$ cat config.mk
export PLATFORM = sky130hd
export DESIGN_NAME = mod_accum_pipe
export DESIGN_NICKNAME = d
export VERILOG_FILES = /design/src/rtl/mod_pkg.sv /design/src/rtl/mod_reduce.sv /design/src/rtl/mod_accum_pipe.sv
export SDC_FILE = /design/constraint.sdc
export NUM_CORES = 1
export LEC_CHECK = 0
export BUFFER_PORTS_ARGS = -buffer_cell sky130_fd_sc_hd__buf_2
export CORE_UTILIZATION = 50
export DETAILED_ROUTE_END_ITERATION = 10
export PLACE_DENSITY = 0.72
export SYNTH_ARGS = -nofsm -noshare
export SYNTH_HDL_FRONTEND = slang
export SYNTH_HIERARCHICAL = 1
export SYNTH_SLANG_ARGS = --single-unit
$ cat constraint.sdc
create_clock -name clk -period 3 [get_ports clk]
set_input_delay 0.3 -clock clk [delete_from_list [all_inputs] [get_ports clk]]
set_output_delay 0.3 -clock clk [all_outputs]
set_load 0.01 [all_outputs]
$ cat src/rtl/mod_pkg.sv
// mod_pkg: shared definitions for the modular-arithmetic blocks.
//   mode_t   - operation selector (ADD, SUB, ACC, CLR)
//   mod_add1 - (a + b) mod m, assuming a < m and b < m
//   mod_sub1 - (a - b) mod m, assuming a < m and b < m
// The helpers work on MOD_W-bit operands with the modulus as an argument,
// so callers of any width cast in and truncate the result back out.
package mod_pkg;

    typedef enum logic [1:0] {
        MODE_ADD = 2'd0,
        MODE_SUB = 2'd1,
        MODE_ACC = 2'd2,
        MODE_CLR = 2'd3
    } mode_t;

    localparam int unsigned MOD_W = 32;

    // Single conditional subtract; valid only because both operands are < m.
    function automatic logic [MOD_W-1:0] mod_add1(
        input logic [MOD_W-1:0] a,
        input logic [MOD_W-1:0] b,
        input logic [MOD_W-1:0] m
    );
        logic [MOD_W-1:0] s;
        s = a + b;
        if (s >= m) begin
            s = s - m;
        end
        return s;
    endfunction

    // Single conditional add-back; valid only because both operands are < m.
    function automatic logic [MOD_W-1:0] mod_sub1(
        input logic [MOD_W-1:0] a,
        input logic [MOD_W-1:0] b,
        input logic [MOD_W-1:0] m
    );
        logic [MOD_W-1:0] s;
        if (a >= b) begin
            s = a - b;
        end else begin
            s = (a + m) - b;
        end
        return s;
    endfunction

endpackage

$ cat src/rtl/mod_reduce.sv
// mod_reduce: combinational in_data mod MODULUS.
//   in_data - W_IN-bit unsigned operand
//   residue - W_OUT-bit result, always < MODULUS
// The operand and modulus are both carried at W_IN+1 bits so that
// MODULUS == 2**W_IN is representable without truncation.
module mod_reduce #(
    parameter int W_IN    = 7,
    parameter int MODULUS = 20,
    parameter int W_OUT   = $clog2(MODULUS)
) (
    input  logic [W_IN-1:0]  in_data,
    output logic [W_OUT-1:0] residue
);

    localparam int WE = W_IN + 1;

    logic [WE-1:0] ext;
    logic [WE-1:0] m_ext;

    always_comb begin
        ext     = {1'b0, in_data};
        m_ext   = WE'(MODULUS);
        residue = W_OUT'(ext % m_ext);
    end

endmodule

$ cat src/rtl/mod_accum_pipe.sv
// mod_accum_pipe: two-stage modular arithmetic pipeline with accumulator.
//   clk, rst        - clock; asynchronous active-low reset
//   in_valid/ready  - input handshake; in_data operand, in_mode op select
//   out_valid/ready - output handshake; out_data residue (< MODULUS)
//   acc_value       - registered accumulator contents
// Stage 1 holds in_data mod MODULUS plus the mode; stage 2 is the output
// register. The accumulator is written only on an s1->s2 move, so
// back-to-back ACC beats chain through it without a bubble.
module mod_accum_pipe
    import mod_pkg::*;
#(
    parameter int W_IN    = 7,
    parameter int MODULUS = 20,
    parameter int OFFSET  = 6,
    parameter int W_OUT   = $clog2(MODULUS)
) (
    input  logic             clk,
    input  logic             rst,
    input  logic             in_valid,
    output logic             in_ready,
    input  logic [W_IN-1:0]  in_data,
    input  logic [1:0]       in_mode,
    output logic             out_valid,
    input  logic             out_ready,
    output logic [W_OUT-1:0] out_data,
    output logic [W_OUT-1:0] acc_value
);

    logic             s1_valid;
    logic [W_OUT-1:0] s1_r;
    mode_t            s1_mode;
    logic [W_OUT-1:0] in_r;
    logic [W_OUT-1:0] acc;
    logic [W_OUT-1:0] acc_next;
    logic [W_OUT-1:0] s2_data;
    logic             s2_free;
    logic             in_fire;
    logic             s1_move;

    mod_reduce #(
        .W_IN    (W_IN),
        .MODULUS (MODULUS),
        .W_OUT   (W_OUT)
    ) u_reduce (
        .in_data (in_data),
        .residue (in_r)
    );

    always_comb begin
        s2_free  = !out_valid || out_ready;
        in_ready = !s1_valid || s2_free;
        in_fire  = in_valid && in_ready;
        s1_move  = s1_valid && s2_free;
    end

    always_comb begin
        s2_data  = '0;
        acc_next = acc;
        case (s1_mode)
            MODE_ADD: s2_data = W_OUT'(mod_add1(MOD_W'(s1_r), MOD_W'(OFFSET), MOD_W'(MODULUS)));
            MODE_SUB: s2_data = W_OUT'(mod_sub1(MOD_W'(s1_r), MOD_W'(OFFSET), MOD_W'(MODULUS)));
            MODE_ACC: begin
                acc_next = W_OUT'(mod_add1(MOD_W'(acc), MOD_W'(s1_r), MOD_W'(MODULUS)));
                s2_data  = acc_next;
            end
            MODE_CLR: begin
                acc_next = '0;
                s2_data  = '0;
            end
            default: begin
                acc_next = acc;
                s2_data  = '0;
            end
        endcase
    end

    // Stage 1: a new beat may load on the same edge the old one leaves.
    always_ff @(posedge clk or negedge rst) begin
        if (!rst) begin
            s1_valid <= 1'b0;
            s1_r     <= '0;
            s1_mode  <= MODE_ADD;
        end else if (in_fire) begin
            s1_valid <= 1'b1;
            s1_r     <= in_r;
            s1_mode  <= mode_t'(in_mode);
        end else if (s1_move) begin
            s1_valid <= 1'b0;
        end
    end

    // Stage 2 and accumulator.
    always_ff @(posedge clk or negedge rst) begin
        if (!rst) begin
            out_valid <= 1'b0;
            out_data  <= '0;
            acc       <= '0;
        end else if (s1_move) begin
            out_valid <= 1'b1;
            out_data  <= s2_data;
            acc       <= acc_next;
        end else if (out_valid && out_ready) begin
            out_valid <= 1'b0;
        end
    end

    assign acc_value = acc;

endmodule

==> flow_metrics.tcl, run 1 <==
set metrics [dict create \
    setup.worst_path.start_class "flip-flop" \
    ys_ff_latch 19 \
    final_common_cell "buf_2" \
    synth_warnings 6 \
    fp.dieW_um 58.18 \
    final_cell_mix "24 x buf_2, 19 x dfrtp_1, 15 x nand2_1" \
    synth_area_um2 1578 \
    powerDensity_nw_per_um2 815.2 \
    synth_cells 177 \
    gp_congestion 0.9051 \
    ir_drop_mv 0.3404 \
    seq_area_um2 475.5 \
    fmax_mhz 353.5 \
    area_delta_synth_final_pct 11.50 \
    maxSlewViolCount 0 \
    wl_per_cell_um 14.61 \
    ant_nets 0 \
    initial_core_util_pct 52.11 \
    async_flop_share_pct 100.0 \
    r2r-start "s1_r[0]" \
    synth_cell_types 50 \
    fill_cells 274 \
    num_io_pins 25 \
    seq_area_frac_synth_pct 30.13 \
    total_power_mw 1.434 \
    root_buffer "clkbuf_4" \
    outcome "completed" \
    cp_data_arrival_time_ns 3.03 \
    num_vias 1415 \
    crit_required_ns 3.20 \
    viasPerCell 5.823 \
    rrSetupSlack_ns 0.17 \
    core_um2 3028 \
    insertion_delay_ns 0.31 \
    grt_pass1_wl_mm 6.009 \
    cts_tree "yes" \
    clock_sinks 19 \
    multiInputGateArea_um2 1012 \
    leakagePower_nw 0.8093 \
    overflow 0 \
    synthFlopType "dfrtp_1" \
    cts_buffer_depth 2 \
    grt_antenna_before_repair 0 \
    remaining_drc_errors 0 \
    finalNetCount 225 \
    clk_pin_slew_ns 0.11 \
    grt_start_max_net_pins 20 \
    drt_first_pass_iters 5 \
    wirelength_mm 3.551 \
    dpl.hpwl_mm 2.718 \
    initialDrtViolationCount 85 \
    syn_nets 202 \
    crit_start "s1_r[0]" \
    portBuffers 24 \
    tightest_slew_ns 0.4150 \
    synth_edf_count 0 \
    syn_area_per_cell_um2 8.914 \
    r2r_end "out_data[2]" \
    post-route-period-util_pct 94.29 \
    hold_viol 0 \
    min_path_type "input port to flip-flop" \
    cp-end-kind "flip-flop" \
    die_y_um 58.18 \
    die-area_um2 3384 \
    diodes 0 \
    numCtsBuffers 3 \
    maxSlewHeadroom_pct 72.34 \
    max_cap_viol_count 0 \
    rr_worst_depth 9 \
    drive_gt1_share_pct 23.12 \
    grt_pass1_vias 1311 \
    holdWs_ns 0.1898 \
    cp_max_fo 4 \
    placed_area_um2 1689 \
    endpoint "out_data[2]" \
    finish.instance_area_um2 1759 \
    htreeDepth 1 \
    fin_setup_tns_ns 0 \
    fin_skew_ns 0.004788 \
    finalNonFillerCells 243 \
    period_minus_slack_ns 2.829 \
    rows 20 \
    critPathKind "flip-flop to flip-flop" \
    grtUsageTotal_pct 23.49 \
    final-setup-viol-count 0 \
    placed_cells 237 \
]
[synth_stat cells, types with 2 or more instances]
library cell / count / area (µm²)
a211oi_1: 2 / 15.01
a21boi_0: 2 / 15.01
a21oi_1: 7 / 35.03
a22oi_1: 2 / 15.01
a31oi_1: 3 / 18.77
a32oi_1: 2 / 17.52
buf_2: 3 / 15.01
buf_4: 5 / 37.54
dfrtp_1: 19 / 475.5
ha_1: 11 / 137.6
inv_1: 9 / 33.78
mux2_2: 8 / 90.09
mux2i_1: 4 / 40.04
nand2_1: 15 / 56.30
nand2b_1: 6 / 37.54
nand3_1: 6 / 30.03
nand3b_1: 2 / 15.01
nand4b_1: 2 / 17.52
nor2_1: 14 / 52.55
nor2b_1: 3 / 18.77
nor3_1: 3 / 15.01
nor3b_1: 3 / 22.52
o211ai_1: 2 / 15.01
o21ai_0: 10 / 50.05
o21bai_1: 2 / 15.01
o22ai_1: 2 / 12.51
or3_1: 3 / 18.77
xnor2_1: 4 / 35.03
xor2_1: 2 / 17.52
[flip-flops by register name, summed over array words and instances, names as in the netlist]
name,count
out_data,5
s1_valid,1
acc_value,5
s1_mode,2
s1_r,5
out_valid,1
[power by group]
part / total, mW / switching [mW] / internal (mW)
clock: 0.137 / 0.0865 / 0.0510
sequential: 0.417 / 0.0840 / 0.333
combinational: 0.880 / 0.475 / 0.405
[routing by layer]
layer	global-route usage [%]	share of wire [%]	vias up
met1	30.03	45	688
met2	39.57	51	31
met3	2.902	2.0	8
met4	10.88	2.4	0
li1	-	-	688
met5	0	0	-
[worst max-delay path, stage by stage (launching register included)]
cell,delay (ns)
dfrtp_1,0.44
ha_1,0.26
fa_2,0.41
xor2_2,0.24
ha_1,0.17
or3b_2,0.48
a32oi_1,0.17
o32a_2,0.21
mux2i_1,0.22
o211ai_1,0.11
[cell type report]
class                      instances  area share, %
multi-input combinational        139          57.54
sequential                        19          27.03
timing repair buffer              28          8.677
tap                               44          3.129
inverter                           9          1.920
clock buffer                       3          1.280
clock inverter                     1         0.4267
[per-stage QoR]
step                      utilization (%)  worst slack [ns]
after floorplan                         -            0.3373
after global placement              55.79            0.2995
after detailed placement            55.79            0.1174
after CTS                           57.11            0.1293
after global routing                58.10         -0.003151
final                               58.10            0.1714
[timing repair]
item,in CTS,in global routing
gates resized for setup,0,4
hold buffers,1,0
hold endpoints to repair,19,0
setup buffers,0,1
endpoints found under the setup margin,0,3
[worst min-delay path by stage]
stage               startpoint      endpoint  slack [ns]  depth (start not counted)
CTS                   in_valid      s1_valid        0.18                          2
floorplan                  rst  acc_value[0]       0.004                          0
finish                in_valid      s1_valid        0.19                          2
detailed placement         rst      s1_valid        0.26                          1
global placement           rst     out_valid        0.25                          1
global route          in_valid      s1_valid        0.20                          2
[logic make-up (layout without fill, tap and decap cells)]
kind of cell | Yosys count | after routing | synth area share (%)
and+or+nand+nor | 65 | 65 | 22.13
muxes | 12 | 12 | 8.248
xor gates and xnor gates | 6 | 6 | 3.331
DFF | 19 | 19 | 30.14
buffers and inverters | 19 | 41 | 7.137
adders and majority gates | 12 | 12 | 9.992
AOI/OAI and AO/OA | 44 | 44 | 19.03
Power figures use the tool's default switching activity.
==> run 2: changes to the inputs <==
Settings changed: PLACE_DENSITY 0.72 to 0.71.
Clock period 3 ns to 3.3 ns, I/O delays scaled along.
==> run 2 against run 1 <==
Sequential share of layout area up 0.75 points. Critical path depth up 1. Largest cell class unchanged. Sequential cell count unchanged. Combinational power down 20%. First-iteration DRC count down 32%. Global-route usage down 2.6 points. Setup slack better by 0.19 ns. Clock skew down 0.0030 ns. Die area unchanged. Non-clock buffer count down 3. Fmax down 3.7%. Critical endpoint unchanged.
==> flow_metrics.tcl, run 2 (synthesis gave the netlist of run 1 again) <==
set metrics [dict create \
    hold_viol 0 \
    root_buffer "clkbuf_4" \
    leakagePower_nw 0.7931 \
    ir_drop_mv 0.3647 \
    fp.dieW_um 58.18 \
    num_io_pins 25 \
    finalNetCount 222 \
    wl_per_cell_um 13.85 \
    critical-path-slowest-cell "dfrtp_1" \
    wirelength_mm 3.323 \
    insertion_delay_ns 0.29 \
    portBuffers 24 \
    gp_congestion 0.8785 \
    die-area_um2 3384 \
    ant_nets 0 \
    tightest_slew_ns 0.4289 \
    grt_pass1_wl_mm 5.520 \
    outcome "completed" \
    clock_sinks 19 \
    setup.worst_path.start_class "flip-flop" \
    cts_buffer_depth 2 \
    cp-end-kind "flip-flop" \
    dpl.hpwl_mm 2.572 \
    grt_antenna_before_repair 0 \
    initialDrtViolationCount 58 \
    final-setup-viol-count 0 \
    cts_resized 0 \
    grt_pass1_vias 1256 \
    area_delta_synth_final_pct 8.485 \
    drive_gt1_share_pct 19.90 \
    htreeDepth 1 \
    cp_max_fo 11 \
    grt_setup_unrepaired "no" \
    initial_core_util_pct 52.11 \
    maxSlewHeadroom_pct 71.40 \
    cp_data_arrival_time_ns 3.11 \
    powerDensity_nw_per_um2 705.1 \
    viasPerCell 5.642 \
    core_um2 3028 \
    remaining_drc_errors 0 \
    cpPeakStageDelay_ns 0.56 \
    clk_pin_slew_ns 0.10 \
    drt_first_pass_iters 4 \
    post-route-period-util_pct 89.03 \
    maxSlewViolCount 0 \
    final_common_cell "buf_2" \
    final_cell_mix "24 x buf_2, 19 x dfrtp_1, 15 x nand2_1" \
    critPathKind "flip-flop to flip-flop" \
    holdWs_ns 0.2349 \
    numCtsBuffers 3 \
    period_minus_slack_ns 2.938 \
    crit_top_cell "ha_1" \
    cts_tree "yes" \
    crit_chain "ha_1, a211oi_1, nor2_1, xnor2_1, ha_1, or3b_2, a32oi_1, o32a_2, mux2i_1, o211ai_1" \
    min_path_type "input port to flip-flop" \
    crit_required_ns 3.48 \
    rows 20 \
    grt_start_max_net_pins 20 \
    die_y_um 58.18 \
    fin_skew_ns 0.001830 \
    overflow 0 \
    max_cap_viol_count 0 \
    grtUsageTotal_pct 20.90 \
    diodes 0 \
    fin_setup_tns_ns 0 \
    fmax_mhz 340.4 \
    num_vias 1354 \
]
-- run 2: cell count changes in the layout (fill, tap and decap cells not counted) --
cell and delta:
xnor2_1 +1, xor2_1 +1, xor2_2 -1, a211oi_2 -1, xnor2_2 -1, fa_2 -1, fa_1 +1, clkinvlp_4 -1
a211oi_1 +1, buf_4 -3, clkinv_2 +1
-- run 2: worst max-delay path, delay by kind of cell, from the launching register on --
family | cells | cell delay (ns)
AO/OA/AOI/OAI | 4 | 0.72
flip-flops | 1 | 0.56
AND/OR/NAND/NOR | 2 | 0.55
adder cells (fa/ha/maj) | 2 | 0.49
multiplexers | 1 | 0.25
XOR/XNOR | 1 | 0.24
-- run 2: timing repair --
item / 4_1_cts / 5_1_grt
hold buffers: 1 / 0
setup endpoints to repair: 0 / 0
hold endpoints to repair: 19 / 0
buffers inserted: 0 / 0
-- run 2: power breakdown --
part / switching [mW] / internal (mW) / leakage, nW
clock: 0.0699 / 0.0451 / 0.0177
combinational: 0.384 / 0.323 / 0.543
sequential: 0.0823 / 0.303 / 0.232
total: 0.536 / 0.671 / 0.793
-- run 2: stage by stage --
stage / power [mW] / util, % / worst slack, ns / instances / area (µm²)
floorplan: 0.9162 / - / 0.6373 / 177 / 1578
global placement: 1.070 / 55.29 / 0.5003 / 235 / 1674
detailed placement: 1.090 / 55.29 / 0.3877 / 235 / 1674
CTS: 1.213 / 56.53 / 0.3653 / 240 / 1712
global route: 1.319 / 56.53 / 0.1762 / 240 / 1712
finish: 1.207 / 56.53 / 0.3621 / 240 / 1712
-- run 2: final timing paths --
check | start | to | slack (ns) | cells after the start
min | in_valid | s1_valid | 0.23 | 2
min reg2reg | out_data[4] | out_data[4] | 0.50 | 2
max in group asynchronous | rst | s1_r[0] | 2.51 | 2
min in group asynchronous | rst | acc_value[2] | 0.49 | 2
max reg2reg | s1_r[1] | out_data[2] | 0.36 | 10
max | s1_r[1] | out_data[2] | 0.36 | 10
-- run 2: cell type report --
type                            instances  area, µm²
Sequential cell                        19      475.5
Clock buffer                            3      22.52
Clock inverter                          1      5.005
Tap cell                               44      55.05
Multi-Input combinational cell        139      989.7
Timing Repair Buffer                   25      130.1
Inverter                                9      33.78
Fill cell                             295       1316
-- run 2: layer usage --
metal  vias to the layer above  wire length (µm)  GRT usage (%)
li1                        677                 -              -
met2                        47              1581          37.60
met4                         0                21          1.361
met3                         2               174          5.134
met1                       628              1546          26.48
met5                         -                 0              0
==> run 3: changes to the inputs <==
Settings changed: RECOVER_POWER set to 100.
==> run 3 against run 2 <==
Fmax up 0.40%. Via count decreased by 1.1%. Global-route usage is the same. Sequential share of layout area rose by 0.27 points. Critical path depth is the same. Wire length is 0.60% lower. Die area unchanged. Critical endpoint unchanged.
==> flow_metrics.tcl, run 3 (synthesis gave the netlist of run 1 again) <==
set metrics [dict create \
    outcome "completed" \
    holdWs_ns 0.2359 \
    max_cap_viol_count 0 \
    drt_first_pass_iters 4 \
    grt_setup_unrepaired "no" \
    portBuffers 24 \
    final-setup-viol-count 0 \
    setup_slack_ns 0.3739 \
    maxSlewViolCount 0 \
    postCtsSetupBuffers 0 \
    cts_buffer_depth 2 \
    critical-path-slowest-cell "dfrtp_1" \
    cp_data_arrival_time_ns 3.10 \
    use_met2_pct 37.60 \
    numCtsBuffers 3 \
    cts_tree "yes" \
    ir_drop_mv 0.3644 \
    viasPerCell 5.579 \
    area_delta_synth_final_pct 7.455 \
    fin_skew_ns 0.001130 \
    num_io_pins 25 \
    post-route-period-util_pct 88.67 \
    finalNonFillerCells 240 \
    clock_sinks 19 \
    crit_chain "ha_1, a211oi_1, nor2_1, xnor2_1, ha_1, or3b_2, a32oi_1, o32a_2, mux2i_1, o211ai_1" \
    cp_top_family "compound AO/OA/AOI/OAI gates" \
    critPathKind "flip-flop to flip-flop" \
    initialDrtViolationCount 57 \
    placed_cells 235 \
    drive_gt1_share_pct 13.27 \
    crit_required_ns 3.48 \
    diodes 0 \
    setup.worst_path.start_class "flip-flop" \
    insertion_delay_ns 0.29 \
    grtUsageTotal_pct 20.90 \
    die_y_um 58.18 \
    grt_pass1_vias 1256 \
    grt_antenna_before_repair 0 \
    hold_viol 0 \
    die-area_um2 3384 \
    wirelength_mm 3.303 \
    final_common_cell "dfrtp_1" \
    root_buffer "clkbuf_4" \
    num_vias 1339 \
    finalNetCount 222 \
    maxSlewHeadroom_pct 32.09 \
    final_cell_mix "19 x dfrtp_1, 15 x nand2_1, 14 x nor2_1" \
    fin_setup_tns_ns 0 \
    fmax_mhz 341.8 \
    initial_core_util_pct 52.11 \
    cp_max_fo 11 \
    clk_pin_slew_ns 0.10 \
    htreeDepth 1 \
    dpl.hpwl_mm 2.572 \
    overflow 0 \
    cp-end-kind "flip-flop" \
    remaining_drc_errors 0 \
    cpPeakStageDelay_ns 0.56 \
    met3_usage_pct 5.134 \
    tightest_slew_ns 1.019 \
    period_minus_slack_ns 2.926 \
    grt_pass1_wl_mm 5.520 \
    core_um2 3028 \
    wl_per_cell_um 13.76 \
    grt-busiest-layer "met2" \
    leakagePower_nw 0.7514 \
    dpl_worst_slack_ns 0.3877 \
    min_path_type "input port to flip-flop" \
    crit_top_cell "ha_1" \
    grtUsageMet1_pct 26.48 \
    grt_start_max_net_pins 20 \
    ant_nets 0 \
    fp.dieW_um 58.18 \
    gp_congestion 0.8785 \
    cp.buffers_inverters 0 \
    finish.utilization_pct 55.99 \
    fill_cells 300 \
    rows 20 \
    powerDensity_nw_per_um2 703.9 \
]
==> run 3: final timing paths <==
kind                              from      endpoint  slack, ns  cells after the start
hold reg to reg            out_data[4]   out_data[4]       0.51                      2
max in group asynchronous          rst       s1_r[0]       1.98                      2
setup reg to reg               s1_r[1]   out_data[2]       0.37                     10
min in group asynchronous          rst  acc_value[2]       0.71                      2
setup / recovery               s1_r[1]   out_data[2]       0.37                     10
hold / removal                in_valid      s1_valid       0.24                      2
==> run 3: timing repair <==
action	CTS	global route
hold endpoints to repair	19	0
hold buffers	1	0
resized for setup	0	0
==> run 3: per-stage QoR <==
stage,instance area [µm²],total power [mW]
after floorplan,1578,0.9162
after global placement,1674,1.070
after detailed placement,1674,1.090
after CTS,1712,1.213
after global routing,1695,1.306
final,1695,1.193
==> run 3: worst register-to-register path: stages (launching register included) <==
cell and delay, ns:
dfrtp_1 0.56, ha_1 0.30, a211oi_1 0.25, nor2_1 0.10, xnor2_1 0.25, ha_1 0.19
or3b_2 0.45, a32oi_1 0.15, o32a_2 0.20, mux2i_1 0.25, o211ai_1 0.12
==> run 3: area by class of cell <==
cell class	count	area (µm²)	area share (%)
Multi-Input combinational cell	139	989.7	58.38
Tap cell	44	55.05	3.247
Clock inverter	1	5.005	0.2952
Inverter	9	33.78	1.993
Clock buffer	3	22.52	1.328
Sequential cell	19	475.5	28.04
Timing Repair Buffer	25	113.9	6.716
==> run 3: where the power goes <==
group	switching [mW]	leakage, nW	total (mW)	internal (mW)
sequential	0.0832	0.232	0.386	0.303
clock	0.0700	0.0177	0.115	0.0451
combinational	0.384	0.501	0.693	0.308
total	0.538	0.751	1.19	0.656
==> run 3: per-layer routing <==
layer,vias to the layer above,share of wire [%]
met5,-,0
li1,676,-
met4,0,0.64
met3,2,4.5
met2,40,48
met1,621,47
